File: config.mk
export PLATFORM = sky130hd
export DESIGN_NAME = data_bus_fabric
export DESIGN_NICKNAME = d
export VERILOG_FILES = /design/src/rtl/data_bus_fabric.sv
export SDC_FILE = /design/constraint.sdc
export NUM_CORES = 1
export LEC_CHECK = 0
export ABC_AREA = 1
export CAP_MARGIN = 20
export CORE_MARGIN = 3
export CORE_UTILIZATION = 42
export CTS_CLUSTER_DIAMETER = 30
export DETAILED_ROUTE_END_ITERATION = 10
export PLACE_DENSITY = 0.81
export SYNTH_ARGS = -nofsm -noshare
export SYNTH_HDL_FRONTEND = slang
export SYNTH_SLANG_ARGS = --single-unit
File: constraint.sdc
create_clock -name clk -period 2.21 [get_ports clk]
set_input_delay 0.221 -clock clk [delete_from_list [all_inputs] [get_ports clk]]
set_output_delay 0.221 -clock clk [all_outputs]
set_load 0.005 [all_outputs]
File: src/rtl/data_bus_fabric.sv
// Data-side interconnect between the CPU load/store port and NUM_SLAVES slaves.
// One registered transaction at a time, with per-slave ready, unmapped/timeout errors and an error counter.
module data_bus_fabric #(
   parameter int                               NUM_SLAVES = 4,
   parameter int                               ADDR_WIDTH = 32,
   parameter int                               DATA_WIDTH = 32,
   parameter logic [NUM_SLAVES*ADDR_WIDTH-1:0] SLV_BASE   = {32'h20000000, 32'h02000000, 32'h10000000, 32'h00000000},
   parameter logic [NUM_SLAVES*ADDR_WIDTH-1:0] SLV_MASK   = {32'hFFFF0000, 32'hFFFF0000, 32'hFFF00000, 32'hFFF80000},
   parameter int                               TIMEOUT    = 16,
   parameter logic [DATA_WIDTH-1:0]            ERR_DATA   = 32'hDEADBEEF
) (
   input  logic                             clk,
   input  logic                             rst_n,
   input  logic                             m_req,
   input  logic                             m_we,
   input  logic [ADDR_WIDTH-1:0]            m_addr,
   input  logic [DATA_WIDTH-1:0]            m_wdata,
   input  logic [DATA_WIDTH/8-1:0]          m_be,
   input  logic [2:0]                       m_size,
   output logic                             m_busy,
   output logic                             m_ready,
   output logic                             m_err,
   output logic [DATA_WIDTH-1:0]            m_rdata,
   output logic [NUM_SLAVES-1:0]            s_sel,
   output logic                             s_we,
   output logic [ADDR_WIDTH-1:0]            s_addr,
   output logic [DATA_WIDTH-1:0]            s_wdata,
   output logic [DATA_WIDTH/8-1:0]          s_be,
   output logic [2:0]                       s_size,
   input  logic [NUM_SLAVES*DATA_WIDTH-1:0] s_rdata,
   input  logic [NUM_SLAVES-1:0]            s_ready,
   output logic [7:0]                       err_count
);

   localparam int BW = DATA_WIDTH/8;
   localparam int CW = $clog2(TIMEOUT+2);

   typedef enum logic [1:0] {IDLE = 2'd0, ACCESS = 2'd1, ERROR = 2'd2} state_e;
   state_e state_q, state_d;

   logic [NUM_SLAVES-1:0] s_sel_q, s_sel_d, hit_oh;
   logic [ADDR_WIDTH-1:0] hit_mask;
   logic                  s_we_q, s_we_d;
   logic [ADDR_WIDTH-1:0] s_addr_q, s_addr_d;
   logic [DATA_WIDTH-1:0] s_wdata_q, s_wdata_d;
   logic [BW-1:0]         s_be_q, s_be_d;
   logic [2:0]            s_size_q, s_size_d;
   logic [CW-1:0]         cnt_q, cnt_d;
   logic                  m_ready_q, m_ready_d, m_err_q, m_err_d;
   logic [DATA_WIDTH-1:0] m_rdata_q, m_rdata_d, sel_rdata;
   logic [7:0]            err_cnt_q, err_cnt_d;
   logic                  sel_ready, tmo;

   // Descending scan so the lowest matching index is the one left standing.
   always_comb begin
      hit_oh   = '0;
      hit_mask = '0;
      for (int i = NUM_SLAVES-1; i >= 0; i--) begin
         if ((m_addr & SLV_MASK[i*ADDR_WIDTH +: ADDR_WIDTH]) == SLV_BASE[i*ADDR_WIDTH +: ADDR_WIDTH]) begin
            hit_oh    = '0;
            hit_oh[i] = 1'b1;
            hit_mask  = SLV_MASK[i*ADDR_WIDTH +: ADDR_WIDTH];
         end
      end
   end

   always_comb begin
      sel_rdata = '0;
      for (int i = 0; i < NUM_SLAVES; i++)
         if (s_sel_q[i]) sel_rdata = sel_rdata | s_rdata[i*DATA_WIDTH +: DATA_WIDTH];
   end

   assign sel_ready = |(s_ready & s_sel_q);
   assign tmo       = (TIMEOUT != 0) && (cnt_q == CW'(TIMEOUT-1));

   always_ff @(posedge clk or negedge rst_n) begin
      if (!rst_n) state_q <= IDLE;
      else        state_q <= state_d;
   end

   always_comb begin
      state_d = state_q;
      case (state_q)
         IDLE:    if (m_req) state_d = (hit_oh != '0) ? ACCESS : ERROR;
         ACCESS:  if (sel_ready || tmo) state_d = IDLE;
         ERROR:   state_d = IDLE;
         default: state_d = IDLE;
      endcase
   end

   always_comb begin
      s_sel_d   = s_sel_q;
      s_we_d    = s_we_q;
      s_addr_d  = s_addr_q;
      s_wdata_d = s_wdata_q;
      s_be_d    = s_be_q;
      s_size_d  = s_size_q;
      cnt_d     = cnt_q;
      m_ready_d = 1'b0;
      m_err_d   = 1'b0;
      m_rdata_d = m_rdata_q;
      case (state_q)
         IDLE: if (m_req) begin
            s_sel_d   = hit_oh;
            s_we_d    = m_we;
            s_addr_d  = m_addr & ~hit_mask;
            s_wdata_d = m_wdata;
            s_be_d    = m_be;
            s_size_d  = m_size;
            cnt_d     = '0;
         end
         ACCESS: begin
            // Ready is checked first so a response in the expiry cycle still completes cleanly.
            if (sel_ready) begin
               m_ready_d = 1'b1;
               s_sel_d   = '0;
               if (!s_we_q) m_rdata_d = sel_rdata;
            end else begin
               cnt_d = cnt_q + 1'b1;
               if (tmo) begin
                  m_ready_d = 1'b1;
                  m_err_d   = 1'b1;
                  s_sel_d   = '0;
                  if (!s_we_q) m_rdata_d = ERR_DATA;
               end
            end
         end
         ERROR: begin
            m_ready_d = 1'b1;
            m_err_d   = 1'b1;
            if (!s_we_q) m_rdata_d = ERR_DATA;
         end
         default: ;
      endcase
      err_cnt_d = (m_err_d && err_cnt_q != 8'hFF) ? err_cnt_q + 8'd1 : err_cnt_q;
   end

   always_ff @(posedge clk or negedge rst_n) begin
      if (!rst_n) begin
         s_sel_q   <= '0;
         s_we_q    <= 1'b0;
         s_addr_q  <= '0;
         s_wdata_q <= '0;
         s_be_q    <= '0;
         s_size_q  <= '0;
         cnt_q     <= '0;
         m_ready_q <= 1'b0;
         m_err_q   <= 1'b0;
         m_rdata_q <= '0;
         err_cnt_q <= '0;
      end else begin
         s_sel_q   <= s_sel_d;
         s_we_q    <= s_we_d;
         s_addr_q  <= s_addr_d;
         s_wdata_q <= s_wdata_d;
         s_be_q    <= s_be_d;
         s_size_q  <= s_size_d;
         cnt_q     <= cnt_d;
         m_ready_q <= m_ready_d;
         m_err_q   <= m_err_d;
         m_rdata_q <= m_rdata_d;
         err_cnt_q <= err_cnt_d;
      end
   end

   assign m_busy    = (state_q != IDLE);
   assign m_ready   = m_ready_q;
   assign m_err     = m_err_q;
   assign m_rdata   = m_rdata_q;
   assign s_sel     = s_sel_q;
   assign s_we      = s_we_q;
   assign s_addr    = s_addr_q;
   assign s_wdata   = s_wdata_q;
   assign s_be      = s_be_q;
   assign s_size    = s_size_q;
   assign err_count = err_cnt_q;

endmodule

After elaboration in Yosys (flattened, before gate mapping)
Cells that the tools add are included.

Flip-flop bits (word level): 125. Output and inout bits: 119.

Reductions and logical operators: 14. Bitwise gates (word level): 6. Add/subtract/negate cells: 2. Multiplexer cells: 33. Eq/ne operators: 12.

Operators by type and width (number): 32-bit 2-to-1 mux (12); 32-bit OR (3); 32-bit one-hot mux with 2 select lines (1); 32-bit bitwise AND (1); 32-bit zero test (1); 32-bit NOT (1); 4-bit 2-to-1 mux (7); 16-bit by 10-bit == test with 1-bit output (second input constant) (1); 16-bit by 14-bit == test with 1-bit output (second input constant) (1); 12-bit by 9-bit == test with 1-bit output (second input constant) (1); 5-bit 2-to-1 mux (2); 5-bit one-hot mux with 2 select lines (1); 3-bit AND reduction (3); 8-bit by 1-bit adder with 8-bit output (second input constant) (1); 8-bit inequality test (second input constant) (1); 4-bit one-hot mux with 2 select lines (1); 2-bit 2-to-1 mux (3); 2-bit inequality test (second input constant) (3); 3-bit inequality test (second input constant) (2); 2-bit nonzero test (3); 5-bit by 1-bit adder with 5-bit output (second input constant) (1); 5-bit by 4-bit == test with 1-bit output (second input constant) (1); 4-bit bitwise AND (1); 1-bit one-hot mux with 2 select lines (2); other kinds (10) (13).

Longest topological paths before layout
Gate-level depths: netlist (run 1).

Depth after elaboration: 10. Gate-level depth with buffers: 12. Depth with buffers taken out: 10.

Least setup slack after synthesis (run 1)
OpenSTA, ideal clock, no wires.

Path type: register to register. From: register cnt_q[0]. To: register m_rdata_q[0], in the netlist m_rdata[0]. Period minus slack after synthesis: 1650 ps. Path buffers: 1. Arrival time: 1534 ps. Stages on the path, launching flop included: 12. Slack: 560 ps. Cell sequence: dfrtp_1 -> ha_1 -> nand2_1 -> nor2_1 -> ha_1 -> nor2_1 -> a21oi_2 -> nand2_4 -> inv_4 -> buf_6 -> nand2_1 -> nand2_1.

Word-level cells in the longest chain between the ends: 3.

RTL lines: start: declaration (RTL line 48) `logic [CW-1:0] cnt_q, cnt_d;`; start signal: assignment (RTL line 158) `cnt_q <= cnt_d;`; 5-bit by 4-bit == test with 1-bit output (RTL line 74) `assign tmo = (TIMEOUT != 0) && (cnt_q == CW'(TIMEOUT-1));`; 3-bit inequality test (no source line); 3-bit AND reduction (no source line); end signal: assignment (RTL line 161) `m_rdata_q <= m_rdata_d;`; end: declaration (RTL line 50) `logic [DATA_WIDTH-1:0] m_rdata_q, m_rdata_d, sel_rdata;`.

No other way between the ends. A chain may end at the register's enable or synchronous reset.

Worst setup path in the final report (run 1)
From: register state_q[0]. To: output port m_busy.

Word-level cells in the longest chain between the ends: 1.

RTL lines: start: declaration (RTL line 39) `state_e state_q, state_d;`; start signal: assignment (RTL line 78) `else state_q <= state_d;`; 2-bit nonzero test (RTL line 166) `assign m_busy = (state_q != IDLE);`; end: declaration (RTL line 20) `output logic m_busy,`.

No other way between the ends.

==> impl_metrics.yaml, run 1 <==
synth:
  syn-instance-count: 1063
  syn_area_per_cell_sq_um: 6.62
  ys_seq_elements: 125
  syn_nets: 1276
  yosys.area.top_type_share_pct: 44.5
  yosysTopAreaCell: "dfrtp_1"
  ys_top_cells_by_area: "dfrtp_1 44%, nand2_1 36%, inv_1 4.0%"
  yosysWarnings: 0
  ys_seq_area_share_pct: 44.5
  yosysUniqueCellTypes: 31
  syn-cell-area_sq_um: 7030
placement:
  gp_congestion: 0.834
  place_area_sq_um: 10500
  io_buffers: 325
  numPlacedInstances: 1578
  hpwl_mm: 18.0
timing:
  worst_pin_slew_ns: 0.566
  holdWs_ns: 0.339
  grt_setup_unrepaired: "false"
  slew_headroom_pct: 62.3
  fin_crit_ns: 1.99
  setup_viol: 0
  tns_ns: 0
  report.final.slew_viol_count: 0
  max_freq_ghz: 0.503
  finalHoldViolCount: 0
  fin_worst_skew_ns: 0.00833
  post-route-period-util_pct: 89.9
critical_path:
  crit_required_ns: 1.99
  cp-start-kind: "flop"
  end_kind: "output port"
  critPathMaxFanout: 3
  critPathBufInv: 3
  r2r_slack_ns: 0.32
  worstPathArrival_ns: 1.77
  crit_type: "reg -> out"
  crit_path_top_delay_cell: "clkdlybuf4s50_1"
  cpLargestDelayFamily: "buffers and inverters"
  cp_common_cell: "inv_1"
  crit_chain: "inv_1, ha_1, inv_1, clkdlybuf4s50_1"
  critPathMaxStageDelay_ns: 0.56
power_and_ir_drop:
  swShare_pct: 29.3
  power.density_nw_per_um2: 800
  seq_power_share_pct: 35.4
  p_leak_nw: 5.62
  p_int_mw: 6.33
  power.switching_mw: 2.62
  pwr-share-clk_pct: 33.2
  peakVddDrop_v: 0.000663
  pwr-share-comb_pct: 31.4
cells_and_area:
  multiInputGateArea_sq_um: 3360
  n_antenna_cell: 0
  final_cell_area_sq_um: 11200
  mostFrequentLayoutCells: "675 x nand2_1, 324 x clkdlybuf4s50_1, 125 x dfrtp_1"
  regArea_sq_um: 3130
  drive_gt1_share_pct: 5.88
  area_growth_pct: 58.9
  mostFrequentLayoutCell: "nand2_1"
  final_nets: 1595
  fillCellCount: 1338
  stdcell_count: 1611
cts:
  numCtsBuffers: 17
  insertion_delay_ns: 0.41
  clockBufferDepth: 2
  htreeDepth: 4
  cts_tree: "yes"
  path_clk_slew_ns: 0.06
  cts.sinks: 125
  root_buffer: "clkbuf_16"
  cts_setup_buffers: 0
routing:
  vias: 7492
  viasPerCell: 4.65
  drtIter0Drc: 463
  drtPass1Iterations: 5
  drcViolationCount: 0
  antenna_left: 0
  routed_wl_mm: 23.7
  routedWlPerCell_um: 14.7
global_route:
  grt_pass1_vias: 7226
  grt_overflow_total: 0
  antenna_found_initial: 0
  grt_first_pass_wirelength_mm: 37.0
  grt_max_degree: 70
  grtUsageTotal_pct: 25.7
flow_run:
  drv_cap: 0
min_path:
  min-delay-path-class: "in -> reg"
floorplan:
  num_rows: 46
  die_area_sq_um: 18300
  die_w_um: 135
  io_pins: 326
  coreArea_sq_um: 16100
  start_util_pct: 43.6
  die_h_um: 135
run_status:
  outcome: "finished clean"
per-layer routing:
layer / vias up / GRT usage (%) / wire (um)
li1: 3812 / - / -
met1: 3370 / 29.1 / 8960
met2: 279 / 44.4 / 11800
met3: 31 / 9.55 / 2340
met4: 0 / 9.41 / 584
met5: - / 0 / 0
cells in the mapped netlist (all sizes together):
library cell  number
a21oi              5
buf               28
clkbuf            20
clkinv             1
dfrtp            125
ha                 6
inv               80
nand2            685
nand3             18
nand3b             1
nand4             11
nor2              22
nor3               1
o21ai             27
or2               25
xnor2              4
xor2               4
cell type report:
class / count / area share, %
tap: 216 / 2.42
clock buffer: 18 / 3.93
clock inverter: 14 / 1.71
timing repair buffer: 348 / 31.1
sequential: 125 / 28.0
multi-input combinational: 809 / 30.1
inverter: 81 / 2.74
power groups by stage:
stage	logic [mW]	clock network (mW)	registers (mW)
after CTS	2.86	3.01	3.16
after floorplan	1.04	0	3.17
final	2.81	2.97	3.16
after detailed placement	2.83	0	3.18
after global routing	3.12	3.12	3.23
after global placement	2.78	0	3.18
worst reg2reg max path: cells and delay by family, from the launching register on:
family                     cells  cell delay, ns
AOI/OAI and AO/OA              1            0.13
adders and majority gates      2            0.40
DFF                            1            0.41
and+or+nand+nor                6            0.61
buffers and inverters          1            0.28
timing repair:
item / CTS / global route
hold buffers: 1 / 0
resized for setup: 0 / 0
endpoints found under the hold margin: 55 / 0
worst paths after layout:
check                                  from           to  cells past startpoint
max in group asynchronous             rst_n   s_addr[13]                      3
min in group asynchronous             rst_n      s_be[0]                      2
worst min-delay path             m_addr[15]   s_addr[15]                      3
worst max register to register     cnt_q[0]  m_rdata[11]                     10
worst min register to register  m_rdata[14]  m_rdata[14]                      2
worst max-delay path             state_q[0]       m_busy                      4
per-stage QoR:
step | util (%) | power [mW] | worst slack, ns
global route | 69.4 | 9.46 | 0.113
floorplan | - | 4.21 | 0.560
CTS | 69.4 | 9.03 | 0.171
finish | 69.4 | 8.94 | 0.224
detailed placement | 65.4 | 6.02 | 0.370
global placement | 65.4 | 5.96 | 0.428
kinds of logic (layout without fill, tap and decap cells):
| group | count (synthesis) | count (layout) | synth area share [%] |
|---|---|---|---|
| adder cells (fa/ha/maj) | 6 | 6 | 1.07 |
| XOR/XNOR | 8 | 8 | 0.996 |
| flip-flops | 125 | 125 | 44.5 |
| buffers and inverters | 129 | 461 | 7.76 |
| AND/OR/NAND/NOR | 763 | 763 | 43.4 |
| AO/OA/AOI/OAI | 32 | 32 | 2.33 |
flip-flops by register name (all words and copies together), names as in the netlist:
signal,flops
err_count,8
s_sel,4
m_ready,1
cnt_q,5
state_q,2
s_addr,32
s_size,3
s_we,1
s_be,4
m_err,1
m_rdata,32
s_wdata,32
Power figures use the tool's default switching activity.
==> inputs of run 2 (changes only) <==
==> constraint.sdc (replaced) <==
create_clock -name clk -period 2.22 [get_ports clk]
set_input_delay 0.222 -clock clk [delete_from_list [all_inputs] [get_ports clk]]
set_output_delay 0.222 -clock clk [all_outputs]
set_load 0.005 [all_outputs]
==> run 2 against run 1 <==
Hold slack worse by 0.0051 ns. Non-clock buffer count is 2 lower. First-iteration DRC count decreased by 25%. Combinational power barely moved. Critical path type unchanged. Utilization down 0.59 points. Critical path depth fell by 2. Design area fell by 0.85%.
==> impl_metrics.yaml, run 2 (same netlist as run 1, synthesis figures left out) <==
run_status:
  outcome: "finished clean"
timing:
  worst_pin_slew_ns: 0.615
  max_freq_ghz: 0.491
  finalHoldViolCount: 0
  grt_setup_unrepaired: "false"
  report.final.slew_viol_count: 0
  fin_ws_ns: 0.184
  setup_viol: 0
  post-route-period-util_pct: 91.7
  tns_ns: 0
  slew_headroom_pct: 59.0
  fin_crit_ns: 2.04
  fin_worst_skew_ns: 0.00669
routing:
  routed_wl_mm: 23.8
  viasPerCell: 4.69
  vias: 7533
  routedWlPerCell_um: 14.8
  drtIter0Drc: 349
  drtPass1Iterations: 5
  antenna_left: 0
  drcViolationCount: 0
critical_path:
  crit_chain: "buf_4, clkdlybuf4s50_1"
  crit_required_ns: 2.00
  crit_path_top_delay_cell: "clkdlybuf4s50_1"
  crit_type: "reg -> out"
  critPathMaxFanout: 34
  critPathMaxStageDelay_ns: 0.59
  critPathBufInv: 2
  end_kind: "output port"
  cpLargestDelayFamily: "buffers and inverters"
  cp-start-kind: "flop"
  worstPathArrival_ns: 1.81
flow_run:
  drv_cap: 0
power_and_ir_drop:
  seq_power_share_pct: 36.5
  power.switching_mw: 2.53
  p_int_mw: 6.13
  power_mw: 8.66
  peakVddDrop_v: 0.000578
  p_leak_nw: 5.58
  pwr-share-comb_pct: 32.2
  swShare_pct: 29.2
  pwr-share-clk_pct: 31.3
  power.density_nw_per_um2: 781
cells_and_area:
  drive_gt1_share_pct: 5.46
  multiInputGateArea_sq_um: 3360
  n_antenna_cell: 0
  fillCellCount: 1347
  mostFrequentLayoutCell: "nand2_1"
  final_nets: 1593
  regArea_sq_um: 3130
  area_growth_pct: 57.6
  mostFrequentLayoutCells: "675 x nand2_1, 324 x clkdlybuf4s50_1, 125 x dfrtp_1"
  fin_util_pct: 68.8
global_route:
  grt_max_degree: 86
  grt_first_pass_wirelength_mm: 37.2
  grt_pass1_vias: 7552
  grt_overflow_total: 0
  antenna_found_initial: 0
  grtUsageTotal_pct: 25.7
placement:
  dpl_worst_slack_ns: 0.319
  io_buffers: 325
  hpwl_mm: 17.9
  gp_congestion: 0.802
cts:
  cts_setup_buffers: 0
  root_buffer: "clkbuf_16"
  cts.sinks: 125
  clockBufferDepth: 2
  path_clk_slew_ns: 0.05
  ctsHoldBuffers: 1
  htreeDepth: 4
  cts_tree: "yes"
  cts_resized: 0
  insertion_delay_ns: 0.42
  numCtsBuffers: 17
floorplan:
  coreArea_sq_um: 16100
  die_area_sq_um: 18300
  die_h_um: 135
  die_w_um: 135
  io_pins: 326
  num_rows: 46
  start_util_pct: 43.6
min_path:
  min-delay-path-class: "in -> reg"
run 2: routing by layer:
layer	track usage, %	wire length, um	vias to the layer above
met3	10.3	2410	45
met1	27.3	8860	3384
met2	46.8	12000	295
li1	-	-	3809
met5	0	0	-
met4	8.01	566	0
run 2: area by class of cell:
type	count	area share, %
sequential	125	28.2
tap	216	2.44
multi-input combinational	809	30.3
inverter	81	2.77
timing repair buffer	346	31.0
clock buffer	23	4.40
clock inverter	7	0.790
run 2: power groups by stage:
stage                     Clock (mW)  Combinational, mW  Sequential (mW)
after global routing            2.87               3.08             3.22
after detailed placement           0               2.81             3.18
final                           2.71               2.79             3.16
after CTS                       2.76               2.82             3.16
after floorplan                    0               1.04             3.15
after global placement             0               2.75             3.17
run 2: worst paths after layout:
check                                  from  cells past startpoint          end  slack, ns
max in group asynchronous             rst_n                      3    s_size[0]       1.20
min in group asynchronous             rst_n                      2      s_be[0]       0.36
worst max-delay path               s_sel[1]                      2     s_sel[1]       0.18
worst max register to register     cnt_q[0]                     10  m_rdata[28]       0.22
worst min register to register  m_rdata[14]                      2  m_rdata[14]       0.46
worst min-delay path              m_size[0]                      3    s_size[0]       0.33
run 2: metrics by stage:
| stage | area (sq um) | hold WS [ns] | instances |
|---|---|---|---|
| floorplan | 7030 | -0.0736 | 1063 |
| global placement | 10500 | 0.251 | 1576 |
| detailed placement | 10500 | 0.253 | 1576 |
| CTS | 11100 | 0.322 | 1607 |
| global route | 11100 | 0.339 | 1607 |
| finish | 11100 | 0.334 | 1607 |
run 2: worst min-delay path, stage by stage:
cell and delay [ns]:
clkdlybuf4s50_1 0.39, nand2_1 0.06, nand2_1 0.04
